**src/rtl/adc_audio_conditioner.sv**
```systemverilog
// ADC sample conditioner: rising-edge capture, offset-binary centring, DC-blocking IIR,
// power-of-two gain with 16-bit saturation, and a first-word-fall-through output FIFO.
module adc_audio_conditioner #(
    parameter int DEPTH      = 8,
    parameter int DC_SHIFT   = 10,
    parameter int GAIN_SHIFT = 2
) (
    input  logic                     clk,
    input  logic                     reset,
    input  logic [11:0]              adc_data,
    input  logic                     adc_valid,
    input  logic                     dc_enable,
    input  logic                     rd_strobe,
    output logic [15:0]              audio_out,
    output logic                     audio_valid,
    output logic [$clog2(DEPTH):0]   fill,
    output logic                     overflow
);
    localparam int AW    = $clog2(DEPTH);
    localparam int FW    = AW + 1;
    localparam int ACC_W = 13 + DC_SHIFT;

    logic                    r_adc_valid_d;
    logic                    r_v0, r_v1, r_v2;
    logic [11:0]             r_s0_data;
    logic signed [ACC_W-1:0] r_acc;
    logic signed [13:0]      r_hp;
    logic [15:0]             r_scaled;
    logic [15:0]             r_mem [DEPTH];
    logic [AW-1:0]           r_wptr, r_rptr;
    logic [FW-1:0]           r_fill;
    logic                    r_overflow;

    logic                    w_new;
    logic signed [13:0]      w_centered, w_dc, w_hp;
    logic signed [19:0]      w_hp_ext, w_scaled;
    logic [15:0]             w_sat;
    logic                    w_full, w_pop, w_push, w_drop;

    assign w_new      = adc_valid & ~r_adc_valid_d;
    assign w_centered = {{3{~r_s0_data[11]}}, r_s0_data[10:0]};
    assign w_dc       = 14'(r_acc >>> DC_SHIFT);
    assign w_hp       = dc_enable ? (w_centered - w_dc) : w_centered;
    assign w_hp_ext   = {{6{r_hp[13]}}, r_hp};
    assign w_scaled   = w_hp_ext <<< GAIN_SHIFT;

    always_comb begin
        w_sat = w_scaled[15:0];
        if (w_scaled > 20'sd32767)
            w_sat = 16'h7FFF;
        else if (w_scaled < -20'sd32768)
            w_sat = 16'h8000;
    end

    // Pop handshake: an entry leaves on any cycle where rd_strobe=1 and audio_valid=1;
    // a pop frees the slot in the same cycle, so a write to a full FIFO may proceed.
    assign w_full   = (r_fill == FW'(DEPTH));
    assign w_pop    = rd_strobe & (r_fill != '0);
    assign w_push   = r_v2 & (~w_full | w_pop);
    assign w_drop   = r_v2 & w_full & ~w_pop;

    always_ff @(posedge clk) begin
        if (reset) begin
            r_adc_valid_d <= 1'b1;
            r_v0          <= 1'b0;
            r_v1          <= 1'b0;
            r_v2          <= 1'b0;
            r_acc         <= '0;
            r_wptr        <= '0;
            r_rptr        <= '0;
            r_fill        <= '0;
            r_overflow    <= 1'b0;
        end else begin
            r_adc_valid_d <= adc_valid;
            r_v0          <= w_new;
            r_v1          <= r_v0;
            r_v2          <= r_v1;
            if (r_v0 && dc_enable)
                r_acc <= r_acc + {{(ACC_W-14){w_hp[13]}}, w_hp};
            if (w_push)
                r_wptr <= r_wptr + AW'(1);
            if (w_pop)
                r_rptr <= r_rptr + AW'(1);
            case ({w_push, w_pop})
                2'b10:   r_fill <= r_fill + FW'(1);
                2'b01:   r_fill <= r_fill - FW'(1);
                default: r_fill <= r_fill;
            endcase
            if (w_drop)
                r_overflow <= 1'b1;
        end
    end

    // Datapath and storage carry no reset; the valid bits and fill qualify them.
    always_ff @(posedge clk) begin
        if (w_new)
            r_s0_data <= adc_data;
        if (r_v0)
            r_hp <= w_hp;
        if (r_v1)
            r_scaled <= w_sat;
        if (w_push)
            r_mem[r_wptr] <= r_scaled;
    end

    assign audio_valid = (r_fill != '0);
    assign audio_out   = audio_valid ? r_mem[r_rptr] : 16'h0000;
    assign fill        = r_fill;
    assign overflow    = r_overflow;

endmodule

```
**config.mk**
```make
export PLATFORM = sky130hd
export DESIGN_NAME = adc_audio_conditioner
export DESIGN_NICKNAME = d
export VERILOG_FILES = /design/src/rtl/adc_audio_conditioner.sv
export SDC_FILE = /design/constraint.sdc
export NUM_CORES = 1
export LEC_CHECK = 0
export BUFFER_PORTS_ARGS = -buffer_cell sky130_fd_sc_hd__buf_4
export CORE_ASPECT_RATIO = 0.6
export CORE_MARGIN = 2
export CORE_UTILIZATION = 35
export CTS_BUF_LIST = sky130_fd_sc_hd__clkbuf_16
export CTS_CLUSTER_SIZE = 24
export DETAILED_ROUTE_END_ITERATION = 8
export PLACE_DENSITY = 0.61
export SLEW_MARGIN = 10
export SYNTH_ARGS = -nofsm -noshare
export SYNTH_HDL_FRONTEND = slang
export SYNTH_SLANG_ARGS = --single-unit
```
**constraint.sdc**
```tcl
create_clock -name clk -period 5.88 [get_ports clk]
set_input_delay 1.176 -clock clk [delete_from_list [all_inputs] [get_ports clk]]
set_output_delay 1.176 -clock clk [all_outputs]
set_load 0.01 [all_outputs]
```
## After elaboration in Yosys (flattened, before gate mapping)

Memories as Yosys holds them, arrays and structs flattened. A register that Yosys moved wholly into a read port is not among the register bits.
Cells that the tools add are included.

| word-level totals | value |
|---|---|
| register bits | 80 |
| RAM bits | 128 |
| input port bits | 17 |
| output and inout port bits | 22 |
| word-level logic and storage cells | 45 |
| memories | 1 |

Memory list:

| name | words | bits a word | read ports | clocked after memory_dff | write ports | RTL line | RTL |
|---|---|---|---|---|---|---|---|
| r_mem | 8 | 16 | 1 | 1 | 1 | 29 | `logic [15:0] r_mem [DEPTH];` |

| operators by class | value |
|---|---|
| add/subtract/negate cells | 6 |
| $lt $le $gt $ge | 2 |
| eq/ne operators | 3 |
| multiplexer cells | 8 |
| bitwise logic cells | 10 |
| reduce and logical (&&, ||, !) cells | 3 |

Operator list:

| cell | number |
|---|---|
| 2-to-1 mux 16 bit | 2 |
| adder 23 bit | 1 |
| greater-than comparator 16 bit, second input constant | 1 |
| less-than comparator 16 bit, second input constant | 1 |
| 2-to-1 mux 14 bit | 1 |
| subtractor 12 x 13 -> 14 bit | 1 |
| one-hot mux 4 bit (2 select lines) | 1 |
| adder 3 x 1 -> 3 bit, second input constant | 2 |
| 2-to-1 mux 3 bit | 2 |
| bitwise AND 1 bit | 5 |
| adder 4 x 1 -> 4 bit, second input constant | 1 |
| == test 4 bit, second input constant | 1 |
| inverter 1 bit | 4 |
| nonzero test 4 bit | 1 |
| subtractor 4 x 1 -> 4 bit, second input constant | 1 |
| == test 2 x 1 -> 1 bit, second input constant | 1 |
| == test 2 bit, second input constant | 1 |
| 2-to-1 mux 1 bit | 2 |
| nonzero test 2 bit | 1 |
| logical AND 1 bit | 1 |
| OR 1 bit | 1 |

## Logic depth before layout (Yosys ltp)

Gate-level depths: netlist of the first run.

| logic depth | value |
|---|---|
| word-level depth | 6 |
| gate-level depth with buffers | 19 |
| mapped depth without buffers | 18 |

## Worst setup path after synthesis of the first run

OpenSTA, ideal clock, no wires.

| timing | value |
|---|---|
| kind | in2reg |
| from | in dc_enable |
| to | reg r_acc[21] |
| library setup time | 117 ps |
| data arrival time | 4038 ps |
| required time | 5763 ps |
| setup slack | 1725 ps |
| stages on the path | 11 |
| path buffers | 2 |
| cell sequence | clkbuf_1 clkbuf_1 mux2_2 ha_1 a21o_1 a211oi_2 nor2_1 o41a_1 o211a_1 or3_1 a32o_1 |

| on the way | value |
|---|---|
| word-level cells in the longest chain between the ends | 2 |
| elaborated cells between the ends (all ways) | 3 |
| classes of those cells | add/sub: 1; mux: 1; reduce/logical: 1 |

RTL lines:

| element | RTL line | RTL |
|---|---|---|
| from (decl) | 12 | `input logic dc_enable,` |
| 2-to-1 mux 14 bit | 43 | `assign w_hp = dc_enable ? (w_centered - w_dc) : w_centered;` |
| named net w_hp[6] | 35 | `logic signed [13:0] w_centered, w_dc, w_hp;` |
| adder 23 bit | 79 | `r_acc <= r_acc + {{(ACC_W-14){w_hp[13]}}, w_hp};` |
| to (signal assigned) | 79 |  |
| to (decl) | 26 | `logic signed [ACC_W-1:0] r_acc;` |

The timed path passes the listed nets, and every way through them passes these cells.
A chain may end at the register's enable or synchronous reset.

## Worst setup path after layout of the first run

| timing | value |
|---|---|
| from | reg r_s0_data[2] |
| to | reg r_acc[20] |

| on the way | value |
|---|---|
| word-level cells in the longest chain between the ends | 3 |

RTL lines:

| element | RTL line | RTL |
|---|---|---|
| from (decl) | 25 | `logic [11:0] r_s0_data;` |
| from (signal assigned) | 97 | `r_s0_data <= adc_data;` |
| subtractor 12 x 13 -> 14 bit | 43 |  |
| 2-to-1 mux 14 bit | 43 |  |
| named net w_hp[8] | 35 |  |
| adder 23 bit | 79 |  |

The timed path passes the listed nets, and every way through them passes these cells.

==> results of run 1 <==
==> cell families after synthesis <==
| group | share of synthesized area [%] |
|---|---|
| DFF | 59.9 |
| other | 0.0417 |
| adders and majority gates | 6.79 |
| and+or+nand+nor | 9.53 |
| AOI/OAI and AO/OA | 9.48 |
| xor gates and xnor gates | 2.63 |
| muxes | 9.40 |
| buffers and inverters | 2.28 |
==> flip-flops by register name (all words and copies together), names as in the netlist, named ones only <==
signal and cells:
r_adc_valid_d 1, r_acc 23, r_wptr 3, r_scaled 14, r_hp 14, r_rptr 3
r_mem 112, r_v2 1, r_v0 1, overflow 1, fill 4, r_v1 1
r_s0_data 12
==> placed cells by master, fill, tap and decap left out, drive strengths merged, types with 3 or more instances in the layout <==
cell,instances
mux2,4
xor2,11
a211oi,9
mux4,28
o21ai,15
nand3b,6
inv,37
fa,3
buf,46
clkbuf,17
a21oi,50
a21o,18
nor3,12
nand4,6
dfxtp,41
o211ai,4
mux2i,17
nand2b,7
a31oi,3
o31ai,6
and2,3
and3,5
xnor2,16
nand3,13
ha,44
o21a,5
clkinv,5
nor2,56
nand2,55
edfxtp,152
or3,4
nor2b,8
==> per-layer routing <==
layer / global-route usage, % / routed length (um) / part of all wire [%] / up-vias
li1: - / - / - / 2659
met1: 22.8 / 10200 / 52 / 2770
met2: 21.5 / 8100 / 42 / 121
met3: 4.41 / 1020 / 5.2 / 9
met4: 3.48 / 123 / 0.63 / 0
met5: 0 / 0 / 0 / -
==> area by class of cell <==
cell class / instances / share of cell area (%)
repair buffers: 46 / 3.38
inverters: 27 / 0.993
clock buffers: 17 / 4.17
well taps: 329 / 4.03
multi-input cells: 439 / 33.7
flip-flops and latches: 193 / 52.8
clock inverters: 15 / 0.932
==> worst register-to-register path: stages (launching register included) <==
cell and delay (ns):
edfxtp_1 0.43, ha_1 0.38, nor2b_1 0.15, o21ai_0 0.20
a21boi_0 0.21, o211ai_1 0.35, a21boi_0 0.18, o311ai_0 0.63
ha_1 0.45, nand4_1 0.17, nor2_1 0.06, a211oi_1 0.64
o21ai_0 0.37, a211oi_1 0.49, or4_1 0.18, nand3_1 0.07
==> power by group through the flow <==
stage / clock [mW] / combinational, mW / sequential [mW]
final: 1.05 / 0.162 / 1.48
after global placement: 0 / 0.160 / 1.51
after global routing: 1.14 / 0.181 / 1.48
after detailed placement: 0 / 0.160 / 1.51
after CTS: 1.08 / 0.161 / 1.48
after floorplan: 0 / 0.121 / 1.51
==> worst min path at each step <==
stage / end / slack [ns] / cells after the start
after floorplan: r_scaled[10] / 0.40 / 0
after global placement: r_scaled[13] / 0.40 / 0
after detailed placement: r_scaled[4] / 0.41 / 0
after CTS: r_scaled[6] / 0.43 / 0
after global routing: r_scaled[3] / 0.44 / 0
final: r_scaled[6] / 0.43 / 0
==> results.ini, run 1 <==
[worst_setup_path]
critical_path.cell_chain=ha_1 > nor2b_1 > o21ai_0 > a21boi_0 > o211ai_1 > a21boi_0 > o311ai_0 > ha_1 > nand4_1 > nor2_1 > a211oi_1 > o21ai_0 > a211oi_1 > or4_1 > nand3_1
crit_fanout=8
cp.buffers_inverters=0
worst-path-stages=15
r2r_start=r_s0_data[2]
r2r_end=r_acc[20]
crit_path_end=r_acc[20]
cp.arrival_ns=5.36
criticalPathCategory=reg -> reg
timing.critical_path.from=r_s0_data[2]
r2r_cells=15
end_kind=flip-flop
cp_top_family=compound AO/OA/AOI/OAI gates
cp_slowest_stage_delay_ns=0.64
crit_slowest_cell=a211oi_1
r2r_slack_ns=0.84
crit_path_start_kind=flip-flop
worst-endpoint-required_ns=6.20

[global_routing]
gr-usage-all-layers_pct=15.2
antenna_found_initial=0
grt_pass1_vias=5307
grt_pass1_wl_mm=30.7
grt_max_degree=44
overflow=0

[worst_hold_path]
min-delay-start=r_hp[4]
hp-class=reg -> reg

[finish]
nets=788
fin_util_pct=40.4
seq_area_um2=5390
insertedDiodeCount=0
multi_input_area_um2=3440
final_area_um2=10200
drive_gt1_share_pct=16.0
nFillCells=2360
area_growth_pct=13.4
final_cells=1066

[outcome]
status=complete, no violations

[yosys]
synth_top_area_share_pct=50.7
synth_area_per_cell_um2=13.2
synth.most_common_cell=edfxtp_1
syn_inst=682
ys_top_cells_by_area=edfxtp_1, dfxtp_1, mux4_2, ha_1, a21oi_1
synthDistinctLibCells=59
ys_ff_latch=193
netlist_top_cells_count=edfxtp_1, nor2_1, nand2_1
yosys_warnings=0
synth-edff-count=152
async_flop_share_pct=0
ys.flop_type=edfxtp_1
yosysSeqAreaShare_pct=59.9
syn_area_um2=9000
yosysTopAreaCell=edfxtp_1

[cts]
postCtsSetupBuffers=0
cts_tree=done
cts_buffers=17
ctsResizeCount=0
cts_buffer_depth=2
cts_hold_buffers=0
cts.sinks=193
clockRootBuffer=clkbuf_16
clk_pin_slew_ns=0.07
clk-insertion-delay-late_ns=0.44
cts.htree.levels=4

[sta]
hold_ws_ns=0.425
setup_violations=0
period_minus_slack_ns=5.04
hold_viol=0
skew_ns=0.0166
rsz0062_at_grt=no
final-max-slew-violation-count=0
fmax_mhz=198
worstMarginPinSlew_ns=1.13
relSlewSlack_pct=24.5
final.setup.tns_ns=0
finalCritPeriodShare_pct=85.8
finalWorstSetupSlack_ns=0.838

[power]
clkPwrFrac_pct=38.9
power_leakage_nw=3.59
p_per_area_nw_per_um2=264
total_power_mw=2.69
comb_power_share_pct=6.0
p_switching_uw=615
ir_worst_vdd_v=0.000152
p_seq_share_pct=55.0
internal_power_mw=2.08
swShare_pct=22.8

[floorplan]
fp-row-count=45
die_w_um=211
die_area_um2=27000
io_pins=39
die_y_um=128
core_area_um2=25300
start_util_pct=35.6

[route]
wl_per_cell_um=18.2
drtAntennaViolNets=0
first_pass_iters=5
drc_errors=0
wl_mm=19.4
vias_per_cell=5.21
drt-initial-drc-count=484
vias=5559

[placed_design]
numPortBuffers=36
placed_cells=1034
place.gp.congestion=0.858
hpwl_mm=13.2
dp_slack_ns=1.09
placed_cell_area_um2=9680

[run]
cap_violations=0

(Power assumes the default switching activity.)
==> inputs of run 2 (changes only) <==
CORE_MARGIN = unset   (was 2)
==> run 2 against run 1 <==
The run now ends with DRC left; critical path depth is 1 higher; sequential power hardly changed; combinational power is 6% higher; cell count stayed put; first-iteration DRC count is 13% higher; power is 0.99% higher; highest routed layer unchanged; global-route usage is 0.57 points higher.
==> results.ini, run 2 (synthesized netlist as in run 1, its figures left out) <==
[floorplan]
start_util_pct=35.6  ; unchanged
core_area_um2=25300  ; unchanged
io_pins=39  ; unchanged
die_y_um=126  ; -1.6%
fp-row-count=45  ; unchanged
die_w_um=209  ; -0.95%
die_area_um2=26400  ; -2.5%

[global_routing]
overflow=0  ; unchanged
grt_pass1_vias=5123  ; -3.5%
grt_pass1_wl_mm=30.7  ; -0.13%
gr-usage-all-layers_pct=15.8  ; +0.57 points
antenna_found_initial=0  ; unchanged
grt_max_degree=44  ; unchanged

[cts]
clockRootBuffer=clkbuf_16
clk-insertion-delay-late_ns=0.44  ; about the same
cts_buffer_depth=2  ; unchanged
cts.htree.levels=4  ; unchanged
clk_pin_slew_ns=0.07  ; about the same
postCtsSetupBuffers=0  ; unchanged
ctsResizeCount=0  ; unchanged
cts_tree=done
cts_hold_buffers=0  ; unchanged
cts_buffers=17  ; unchanged
cts.sinks=193  ; unchanged

[sta]
final-max-slew-violation-count=0  ; unchanged
relSlewSlack_pct=30.9  ; +6.4 points
final.setup.tns_ns=0  ; unchanged
fmax_mhz=204  ; +2.8%
finalCritPeriodShare_pct=83.4  ; -2.3 points
worstMarginPinSlew_ns=1.04  ; -0.0930 ns
rsz0062_at_grt=no
period_minus_slack_ns=4.91  ; -0.136 ns
skew_ns=0.00974  ; -0.00682 ns
hold_viol=0  ; unchanged
setup_violations=0  ; unchanged

[power]
p_per_area_nw_per_um2=266  ; +0.70%
power_leakage_nw=3.57  ; -0.54%
ir_worst_vdd_v=0.000213  ; +41%

[finish]
insertedDiodeCount=0  ; unchanged
drive_gt1_share_pct=16.3  ; +0.27 points
area_growth_pct=13.7
final_area_um2=10200  ; +0.28%
top_register=r_mem
layout_common_cells=edfxtp_1, nor2_1, nand2_1
final_common_cell=edfxtp_1
top_regs=r_mem x112, r_acc x23
largest_reg_flops=112  ; unchanged
nets=789  ; +0.13%

[worst_setup_path]
r2r_start=r_acc[12]
crit_path_start_kind=flip-flop
end_kind=flip-flop
worst-endpoint-required_ns=6.27  ; +0.07 ns
cp.arrival_ns=5.29  ; -0.07 ns
crit_fanout=8  ; unchanged
cp_slowest_stage_delay_ns=0.77  ; +0.13 ns
worst-path-stages=16  ; +1
r2r_cells=16  ; +1
timing.critical_path.from=r_acc[12]
critical_path.cell_chain=inv_1 > ha_1 > nor2b_1 > o21ai_0 > a21boi_0 > o211ai_1 > a21boi_0 > o311ai_0 > ha_1 > nand4_1 > nor3_1 > a211oi_1 > o21ai_0 > a21oi_1 > or4b_2 > nand3_1
cp.buffers_inverters=1  ; +1
criticalPathCategory=reg -> reg
crit_slowest_cell=o311ai_0
cp_top_family=compound AO/OA/AOI/OAI gates

[placed_design]
placed_cell_area_um2=9690  ; about the same
numPortBuffers=36  ; unchanged
hpwl_mm=13.8  ; +4.3%
place.gp.congestion=0.912  ; +6.3%

[route]
drc_errors=2  ; +2
wl_per_cell_um=18.8  ; +3.1%
vias_per_cell=5.19  ; -0.52%
first_pass_iters=7  ; +2
drtAntennaViolNets=0  ; unchanged
wl_met2_mm=7.79  ; -3.9%
wl_mm=20.0  ; +3.1%
vias=5530  ; -0.52%
dr_wl_met3_mm=1.45  ; +43%
top_layer=met4
drt-initial-drc-count=546  ; +13%
wl_met1_mm=10.6  ; +3.9%

[worst_hold_path]
min-delay-start=r_hp[1]
hp-class=reg -> reg
holdPathStages=0  ; unchanged

[outcome]
violations=DRC
status=complete, but fails checks

[run]
cap_violations=0  ; unchanged

==> run 2: changes by cell type in the layout (fill, tap and decap cells not counted), moves of 2 or more <==
cell,before,now
clkinvlp_4,0,4
inv_1,30,27
clkinv_1,1,3
clkinv_2,3,1
inv_4,2,0
inv_6,2,0
==> run 2: layout make-up <==
type / count / area [um^2]
Tap cell: 329 / 412
Multi-Input combinational cell: 439 / 3440
Inverter: 27 / 101
Timing Repair Buffer: 47 / 353
Clock buffer: 17 / 425
Sequential cell: 193 / 5390
Clock inverter: 14 / 114
Fill cell: 2317 / 15000
==> run 2: final timing paths <==
check / endpoint / slack [ns]
min reg2reg: r_scaled[3] / 0.42
min: r_scaled[3] / 0.42
max: r_acc[16] / 0.97
max reg2reg: r_acc[16] / 0.97
==> run 2: power breakdown <==
group,switching [mW],internal (mW),total (mW)
Clock,0.521,0.545,1.07
Combinational,0.101,0.0705,0.171
Sequential,0.0137,1.47,1.48
==> run 2: stage by stage <==
stage                     hold WS (ns)  power, mW  cells  util [%]  setup slack (ns)
after floorplan                  0.400       1.63    683         -              1.72
after global placement           0.405       1.68   1035      38.3              1.36
after detailed placement         0.405       1.68   1035      38.3              1.15
after CTS                        0.421       2.74   1066      40.5              1.11
after global routing             0.426       2.81   1066      40.5             0.679
final                            0.418       2.72   1066      40.5             0.973
==> run 2: worst reg2reg max path, delay by kind of cell, from the launching register on <==
family / cells / cell delay, ns
DFF: 1 / 0.38
buffers and inverters: 1 / 0.11
and+or+nand+nor: 5 / 1.26
AOI/OAI and AO/OA: 8 / 2.35
adders and majority gates: 2 / 0.74
==> run 2: metal layers <==
layer / track usage [%] / up-vias
li1: - / 2665
met1: 24.8 / 2648
met2: 20.7 / 199
met3: 4.11 / 18
met4: 4.46 / 0
met5: 0 / -
